File: src/rtl/nn_pkg.sv
// Shared constants and types for the layer feeder and the node blocks it drives.
// The default node latency lives here so the node generator and feeder agree.
package nn_pkg;

  localparam int NN_DATA_W   = 8;
  localparam int NN_TAPS     = 5;
  localparam int NN_NODE_LAT = 3;

  typedef enum logic {
    FILL = 1'b0,
    RUN  = 1'b1
  } feed_state_t;

endpackage

File: src/rtl/valid_delay_line.sv
// Fixed-depth shift of a few strobe bits, used to align the window strobe with
// the node pipeline so the collector sees results exactly when N outputs settle.
module valid_delay_line #(
  parameter int DEPTH = 3,
  parameter int WIDTH = 2
) (
  input  logic             clk,
  input  logic             reset,
  input  logic [WIDTH-1:0] din,
  output logic [WIDTH-1:0] dout
);

  logic [WIDTH-1:0] stages [DEPTH];

  always_ff @(posedge clk or negedge reset) begin
    if (!reset) begin
      for (int i = 0; i < DEPTH; i++) stages[i] <= '0;
    end else begin
      stages[0] <= din;
      for (int i = 1; i < DEPTH; i++) stages[i] <= stages[i-1];
    end
  end

  assign dout = stages[DEPTH-1];

endmodule

File: src/rtl/layer_window_feeder.sv
// Turns a serial sample stream into a 5-tap sliding window presented in parallel
// to every node of a layer, with window and delayed result strobes.
module layer_window_feeder
  import nn_pkg::*;
#(
  parameter int DATA_W   = NN_DATA_W,
  parameter int STRIDE   = 1,
  parameter int NODE_LAT = NN_NODE_LAT,
  parameter int CNT_W    = 16
) (
  input  logic                     clk,
  input  logic                     reset,
  input  logic signed [DATA_W-1:0] s_data,
  input  logic                     s_valid,
  output logic                     s_ready,
  input  logic                     s_last,
  input  logic                     c_ready,
  output logic signed [DATA_W-1:0] A0x,
  output logic signed [DATA_W-1:0] A1x,
  output logic signed [DATA_W-1:0] A2x,
  output logic signed [DATA_W-1:0] A3x,
  output logic signed [DATA_W-1:0] A4x,
  output logic                     win_valid,
  output logic                     win_last,
  output logic                     res_valid,
  output logic                     res_last,
  output logic [CNT_W-1:0]         win_count
);

  localparam logic [2:0] FILL_LAST   = 3'(NN_TAPS - 1);
  localparam logic [2:0] STRIDE_LAST = 3'(STRIDE - 1);

  feed_state_t state;
  feed_state_t state_next;
  logic [2:0]  fill_cnt;
  logic [2:0]  fill_next;
  logic [2:0]  stride_cnt;
  logic [2:0]  stride_next;
  logic        emit;
  logic        accept;
  logic [1:0]  res_bits;

  // Backpressure comes only from the collector; the feeder never stalls on its own.
  assign s_ready = c_ready & reset;
  assign accept  = s_valid & s_ready;

  // Next-count decisions, applied only when a sample is actually accepted.
  always_comb begin
    emit        = 1'b0;
    state_next  = state;
    fill_next   = fill_cnt;
    stride_next = stride_cnt;
    if (state == FILL) begin
      if (fill_cnt == FILL_LAST) begin
        emit        = 1'b1;
        state_next  = RUN;
        fill_next   = '0;
        stride_next = '0;
      end else begin
        fill_next = fill_cnt + 3'd1;
      end
    end else begin
      if (stride_cnt == STRIDE_LAST) begin
        emit        = 1'b1;
        stride_next = '0;
      end else begin
        stride_next = stride_cnt + 3'd1;
      end
    end
    // A segment end always restarts filling; the old taps are simply overwritten.
    if (s_last) begin
      state_next  = FILL;
      fill_next   = '0;
      stride_next = '0;
    end
  end

  always_ff @(posedge clk or negedge reset) begin
    if (!reset) begin
      state      <= FILL;
      fill_cnt   <= '0;
      stride_cnt <= '0;
      A0x        <= '0;
      A1x        <= '0;
      A2x        <= '0;
      A3x        <= '0;
      A4x        <= '0;
      win_valid  <= 1'b0;
      win_last   <= 1'b0;
      win_count  <= '0;
    end else begin
      win_valid <= 1'b0;
      win_last  <= 1'b0;
      if (accept) begin
        A0x        <= A1x;
        A1x        <= A2x;
        A2x        <= A3x;
        A3x        <= A4x;
        A4x        <= s_data;
        state      <= state_next;
        fill_cnt   <= fill_next;
        stride_cnt <= stride_next;
        win_valid  <= emit;
        win_last   <= emit & s_last;
        if (emit) win_count <= win_count + CNT_W'(1);
      end
    end
  end

  valid_delay_line #(
    .DEPTH (NODE_LAT),
    .WIDTH (2)
  ) u_res_delay (
    .clk   (clk),
    .reset (reset),
    .din   ({win_valid, win_last}),
    .dout  (res_bits)
  );

  assign res_valid = res_bits[1];
  assign res_last  = res_bits[0];

endmodule

File: config.mk
export PLATFORM = sky130hd
export DESIGN_NAME = layer_window_feeder
export DESIGN_NICKNAME = d
export VERILOG_FILES = /design/src/rtl/nn_pkg.sv /design/src/rtl/valid_delay_line.sv /design/src/rtl/layer_window_feeder.sv
export SDC_FILE = /design/constraint.sdc
export NUM_CORES = 1
export LEC_CHECK = 0
export ABC_AREA = 1
export BUFFER_PORTS_ARGS = -buffer_cell sky130_fd_sc_hd__buf_2
export CAP_MARGIN = 20
export CORE_MARGIN = 2
export CORE_UTILIZATION = 50
export DETAILED_ROUTE_END_ITERATION = 12
export PLACE_DENSITY = 0.75
export SLEW_MARGIN = 20
export SYNTH_ARGS = -nofsm -noshare
export SYNTH_HDL_FRONTEND = slang
export SYNTH_SLANG_ARGS = --single-unit
File: constraint.sdc
create_clock -name clk -period 2.3 [get_ports clk]
set_input_delay 0.115 -clock clk [delete_from_list [all_inputs] [get_ports clk]]
set_output_delay 0.115 -clock clk [all_outputs]
set_load 0.005 [all_outputs]
==> results of run 1 <==
layout make-up:
type / instances / area, um^2 / share of cell area [%]
tap: 75 / 93.84 / 2.510
clock buffer: 10 / 137.6 / 3.681
clock inverter: 6 / 68.82 / 1.841
timing repair buffer: 84 / 470.5 / 12.58
sequential: 71 / 1777 / 47.52
multi-input combinational: 256 / 1109 / 29.65
inverter: 22 / 82.58 / 2.209
placed cells by master, fill, tap and decap left out:
| cell | n |
|---|---|
| nor2_4 | 2 |
| o21ai_1 | 8 |
| nor2_1 | 20 |
| clkinv_2 | 1 |
| clkinvlp_4 | 1 |
| xor2_1 | 4 |
| buf_2 | 72 |
| bufinv_16 | 1 |
| o21a_1 | 1 |
| nand3b_1 | 6 |
| inv_6 | 1 |
| nand2_2 | 1 |
| dfrtp_1 | 71 |
| dlygate4sd3_1 | 8 |
| inv_1 | 22 |
| ha_1 | 5 |
| o21ai_0 | 6 |
| nand3_1 | 7 |
| nand3_2 | 1 |
| nor3_1 | 1 |
| a21oi_1 | 1 |
| nor2_2 | 2 |
| clkbuf_8 | 10 |
| buf_4 | 4 |
| clkinv_4 | 2 |
| nand2_1 | 191 |
routing by layer:
layer	track usage, %	up-vias	share of wire [%]
li1	-	1268	-
met1	24.75	1172	44
met5	0	-	0
met3	4.615	9	5.6
met2	34.15	58	49
met4	8.500	0	1.2
flip-flops by register name, indices dropped and copies added (netlist names):
register	cells
A3x	8
win_count	16
win_valid	1
A1x	8
fill_cnt	3
stride_cnt	3
A2x	8
A0x	8
A4x	8
win_last	1
u_res_delay.dout	2
state	1
u_res_delay.stages	4
power groups by stage:
stage | clock network [uW] | logic, uW | registers, uW
after detailed placement | 0 | 559 | 1640
final | 1010 | 559 | 1610
after global routing | 1090 | 653 | 1640
after CTS | 1040 | 571 | 1610
after global placement | 0 | 536 | 1630
after floorplan | 0 | 264 | 1630
cell families after synthesis:
group	count (synthesis)	share of synthesized area (%)
XOR/XNOR	4	1.158
flip-flops	71	58.75
AO/OA/AOI/OAI	16	2.731
AND/OR/NAND/NOR	231	30.70
adder cells (fa/ha/maj)	5	2.069
buffers and inverters	33	4.592
critical path: cells and delay by family, from the launching register on:
| family | cells | cell delay, ns |
|---|---|---|
| and+or+nand+nor | 4 | 0.79 |
| DFF | 1 | 0.41 |
| AOI/OAI and AO/OA | 1 | 0.33 |
| adders and majority gates | 1 | 0.13 |
| buffers and inverters | 1 | 0.07 |
path summary, 6_finish.rpt:
path | slack [ns] | from | end
worst min register to register | 0.35 | u_res_delay.stages[4] | u_res_delay.stages[2]
worst min-delay path | 0.02 | reset | A4x[3]
min in group clk | 0.12 | s_last | stride_cnt[0]
worst max-delay path | 0.44 | fill_cnt[0] | win_count[8]
max in group asynchronous | 1.73 | reset | win_count[8]
worst max register to register | 0.44 | fill_cnt[0] | win_count[8]
through the flow:
step / instances / hold slack (ns)
6_report: 524 / 0.01807
5_1_grt: 524 / 0.09770
4_1_cts: 524 / 0.05566
3_5_place_dp: 500 / 0.3156
3_3_place_gp: 500 / 0.3091
2_1_floorplan: 360 / -0.1806
==> flow_summary.json, run 1 <==
{
  "path_cells": "inv_1, ha_1, nand2_1, nand2_2, nand3_1, o21ai_1, nand2_1",
  "maxCapViolations": 0,
  "synth_flop_cell": "dfrtp_1",
  "worstPathRequired_ns": 2.52,
  "fmax_ghz": 0.5389,
  "fin_util_pct": 63.52,
  "core_area_mm2": 0.005886,
  "yosysTopAreaCell": "dfrtp_1",
  "slowest_stage": "nand3_1",
  "syn-instance-count": 360,
  "path_class": "reg2reg",
  "synth_area_leaders": "dfrtp_1 (59%), nand2_1 (24%), inv_1 (2.7%)",
  "slew_viol_final": 0,
  "cpMostUsedCell": "nand2_1",
  "die_x_um": 81.77,
  "clkSinkCount": 71,
  "place_congestion": 0.7500,
  "postRouteAntennaNets": 0,
  "hp-class": "in2async",
  "status": "finished clean",
  "synth_common_cells": "nand2_1 (191), dfrtp_1 (71), inv_1 (22)",
  "post_cts_buffers": 0,
  "p_seq_share_pct": 50.7,
  "antenna_found_initial": 0,
  "setup_slack_ns": 0.4444,
  "clk-insertion-delay-late_ns": 0.34,
  "async_reset_ff_share_pct": 100.0,
  "antenna_cells": 0,
  "track_usage_pct": 20.15,
  "vias": 2507,
  "setup_viol": 0,
  "start_util_pct": 51.38,
  "clk_pin_slew_ns": 0.08,
  "holdBufCountCts": 8,
  "routedWlPerCell_um": 12.01,
  "hold_viol": 0,
  "synth_nets": 378,
  "nFillCells": 514,
  "grt_max_degree": 72,
  "worstPathArrival_ns": 2.07,
  "end_kind": "flip-flop",
  "first_global_vias": 2373,
  "p_sw_share_pct": 29.25,
  "clock_power_share_pct": 31.7,
  "first_pass_iters": 4,
  "ir_worst_vdd_mv": 0.5004,
  "drive_above_1_share_pct": 21.83,
  "postCtsResizedCells": 0,
  "clock_skew_ns": 0.008450,
  "routed_wl_um": 6292,
  "reg2reg_depth": 7,
  "fin_area_mm2": 0.003739,
  "grt_pass1_wl_um": 10330,
  "layout_min_cycle_time_ns": 1.856,
  "total_power_uw": 3180,
  "remaining_drc_errors": 0,
  "drt_iter0_markers": 122,
  "cts_buffers": 9,
  "synth_edf_count": 0,
  "viasPerCell": 4.784,
  "h-tree-depth": 3,
  "ys_seq_area_share_pct": 58.75,
  "p_per_area_mw_per_mm2": 850.6,
  "yosys_register_bits": 71,
  "gr-total-overflow": 0,
  "synth_most_common_cell": "nand2_1",
  "leakage_uw": 0.002131,
  "cts_buffer_depth": 2,
  "relSlewSlack_pct": 42.45,
  "synthesis.area_mm2": 0.003024,
  "ios": 74,
  "ys_warn_count": 0,
  "p_sw_uw": 930.2,
  "cp-start-kind": "flip-flop",
  "layout.nets": 462,
  "dpl.hpwl_um": 4252,
  "die_y_um": 81.77,
  "fin_setup_tns_ns": 0,
  "syn_to_final_growth_pct": 23.62,
  "crit_fanout": 20,
  "tritoncts": "built",
  "min_period_over_period_pct": 80.68,
  "die_area_mm2": 0.006686,
  "rows": 28,
  "dp_slack_ns": 0.4508,
  "port-buffer-count": 73,
  "synth.distinct_cells": 20,
  "critPathMaxStageDelay_ns": 0.54,
  "root_buffer": "clkbuf_8",
  "syn_avg_cell_area_um2": 8.400,
  "post_dp_cell_area_mm2": 0.003452,
  "yosysTopAreaCellShare_pct": 58.75,
  "rsz0062_at_grt": "no",
  "worstMarginPinSlew_ns": 0.8633,
  "p_comb_share_pct": 17.6,
  "p_int_uw": 2250
}
No activity file was read; power rests on OpenSTA's default activity.
==> run 2: changes to the inputs <==
- CORE_UTILIZATION: 50 -> 48
- PLACE_DENSITY: 0.75 -> 0.76
- clock period: 2.3 -> 1.7 ns (I/O delays scaled with it)
==> run 2 against run 1 <==
The flow now finishes with violations (hold timing). Highest routed layer is now met5. Sequential power rose by 35%. Combinational power rose by 37%. Utilization fell by 1.1 points. Clock power rose by 33%. Total power rose by 35%.
==> flow_summary.json, run 2 (synthesis results as in run 1) <==
{
  "crit_fanout": 5,
  "first_global_vias": 2419,
  "gr-total-overflow": 0,
  "ff2ff_setup_slack_ns": 0.26,
  "clk-insertion-delay-late_ns": 0.34,
  "h-tree-depth": 3,
  "status": "finished with violations",
  "r2r_start": "fill_cnt[0]",
  "clkSinkCount": 71,
  "track_usage_pct": 19.71,
  "reg2reg_depth": 7,
  "end_kind": "flip-flop",
  "rsz0062_at_grt": "no",
  "hold_viol": 1,
  "ios": 74,
  "cts_buffer_depth": 2,
  "drive_above_1_share_pct": 22.00,
  "clock_skew_ns": 0.006523,
  "place_congestion": 0.8184,
  "dp_slack_ns": 0.1407,
  "leakage_uw": 0.002130,
  "cp-start-kind": "flip-flop",
  "p_sw_uw": 1250,
  "maxCapViolations": 0,
  "die_y_um": 83.38,
  "remaining_drc_errors": 0,
  "vias": 2547,
  "fin_util_pct": 62.43,
  "grt_pass1_wl_um": 11010,
  "min_period_over_period_pct": 84.89,
  "relSlewSlack_pct": 40.93,
  "final_cell_mix": "nand2_1 (191), buf_2 (73), dfrtp_1 (71)",
  "port-buffer-count": 73,
  "violations": "hold timing",
  "core_area_mm2": 0.005991,
  "clk_pin_slew_ns": 0.07,
  "rows": 28,
  "p_per_area_mw_per_mm2": 1144,
  "antenna_found_initial": 1,
  "r2r-end": "stride_cnt[1]",
  "worstMarginPinSlew_ns": 0.8861,
  "drt_iter0_markers": 133,
  "fmax_ghz": 0.6929,
  "first_pass_iters": 4,
  "top_register": "win_count",
  "path_class": "reg2reg",
  "p_comb_share_pct": 17.9,
  "largest_register_ffs": 16,
  "grt_max_degree": 72,
  "cts_buffers": 9,
  "start_util_pct": 50.48,
  "root_buffer": "clkbuf_8",
  "hold_slack_ns": -0.001771,
  "fin_setup_tns_ns": 0,
  "setup_slack_ns": 0.2569,
  "die_x_um": 83.38,
  "final_common_cell": "nand2_1",
  "p_int_uw": 3030,
  "clock_power_share_pct": 31.3,
  "viasPerCell": 4.851,
  "slew_viol_final": 0,
  "die_area_mm2": 0.006951,
  "antenna_cells": 0,
  "ir_worst_vdd_mv": 0.7491,
  "layout_min_cycle_time_ns": 1.443,
  "hp-class": "in2async",
  "postRouteAntennaNets": 0,
  "worstPathArrival_ns": 1.70,
  "setup_viol": 0,
  "p_sw_share_pct": 29.21,
  "tritoncts": "built",
  "dpl.hpwl_um": 4213,
  "worstPathRequired_ns": 1.95,
  "syn_to_final_growth_pct": 23.67,
  "routed_wl_um": 6356,
  "p_seq_share_pct": 50.8,
  "routedWlPerCell_um": 12.11,
  "layout.nets": 463
}
## run 2: worst max-delay path: stages, from the launching register on
cell and delay (ns):
dfrtp_1 0.39, inv_1 0.06, ha_1 0.19, nand2_1 0.09, nand2_2 0.08, o21ai_0 0.36
nand2_1 0.10, o21ai_0 0.09
## run 2: power groups by stage
stage               logic (uW)  clock network (uW)  registers (uW)
floorplan                  357                   0            2210
global placement           728                   0            2200
detailed placement         760                   0            2210
CTS                        775                1370            2180
global route               872                1450            2220
finish                     766                1340            2170
## run 2: worst max path at each step
stage | startpoint | end | cells past startpoint
6_report | fill_cnt[0] | stride_cnt[1] | 7
5_1_grt | fill_cnt[0] | stride_cnt[2] | 7
4_1_cts | fill_cnt[0] | win_count[13] | 9
3_5_place_dp | fill_cnt[0] | win_count[14] | 9
3_3_place_gp | fill_cnt[0] | win_count[14] | 9
2_1_floorplan | fill_cnt[0] | win_count[9] | 10
## run 2: layout make-up
class,instances,area [um^2]
clock buffer,10,137.6
clock inverter,6,60.06
tap,75,93.84
timing repair buffer,85,475.5
sequential,71,1777
inverter,22,82.58
multi-input combinational,256,1114
fill,514,2251
## run 2: timing repair
item | CTS | global route
hold endpoints to repair | 8 | 0
hold buffers | 8 | 0
buffers inserted | 0 | 0
endpoints found under the setup margin | 0 | 5
resized for setup | 0 | 1
## run 2: routing by layer
metal | GRT usage, % | vias up | routed length, um
met2 | 30.06 | 72 | 2906
met3 | 4.970 | 15 | 392
met5 | 0 | - | 13
met1 | 26.15 | 1189 | 2917
met4 | 9.985 | 2 | 126
li1 | - | 1269 | -
## run 2: per-stage QoR
step                      total power, uW  hold slack [ns]  std cells  area (um^2)
after global placement               2927           0.2870        501         3457
after global routing                 4542          0.08614        525         3740
after detailed placement             2965           0.2856        501         3457
after floorplan                      2566          -0.2106        360         3024
final                                4280        -0.001771        525         3740
after CTS                            4326          0.02965        525         3735
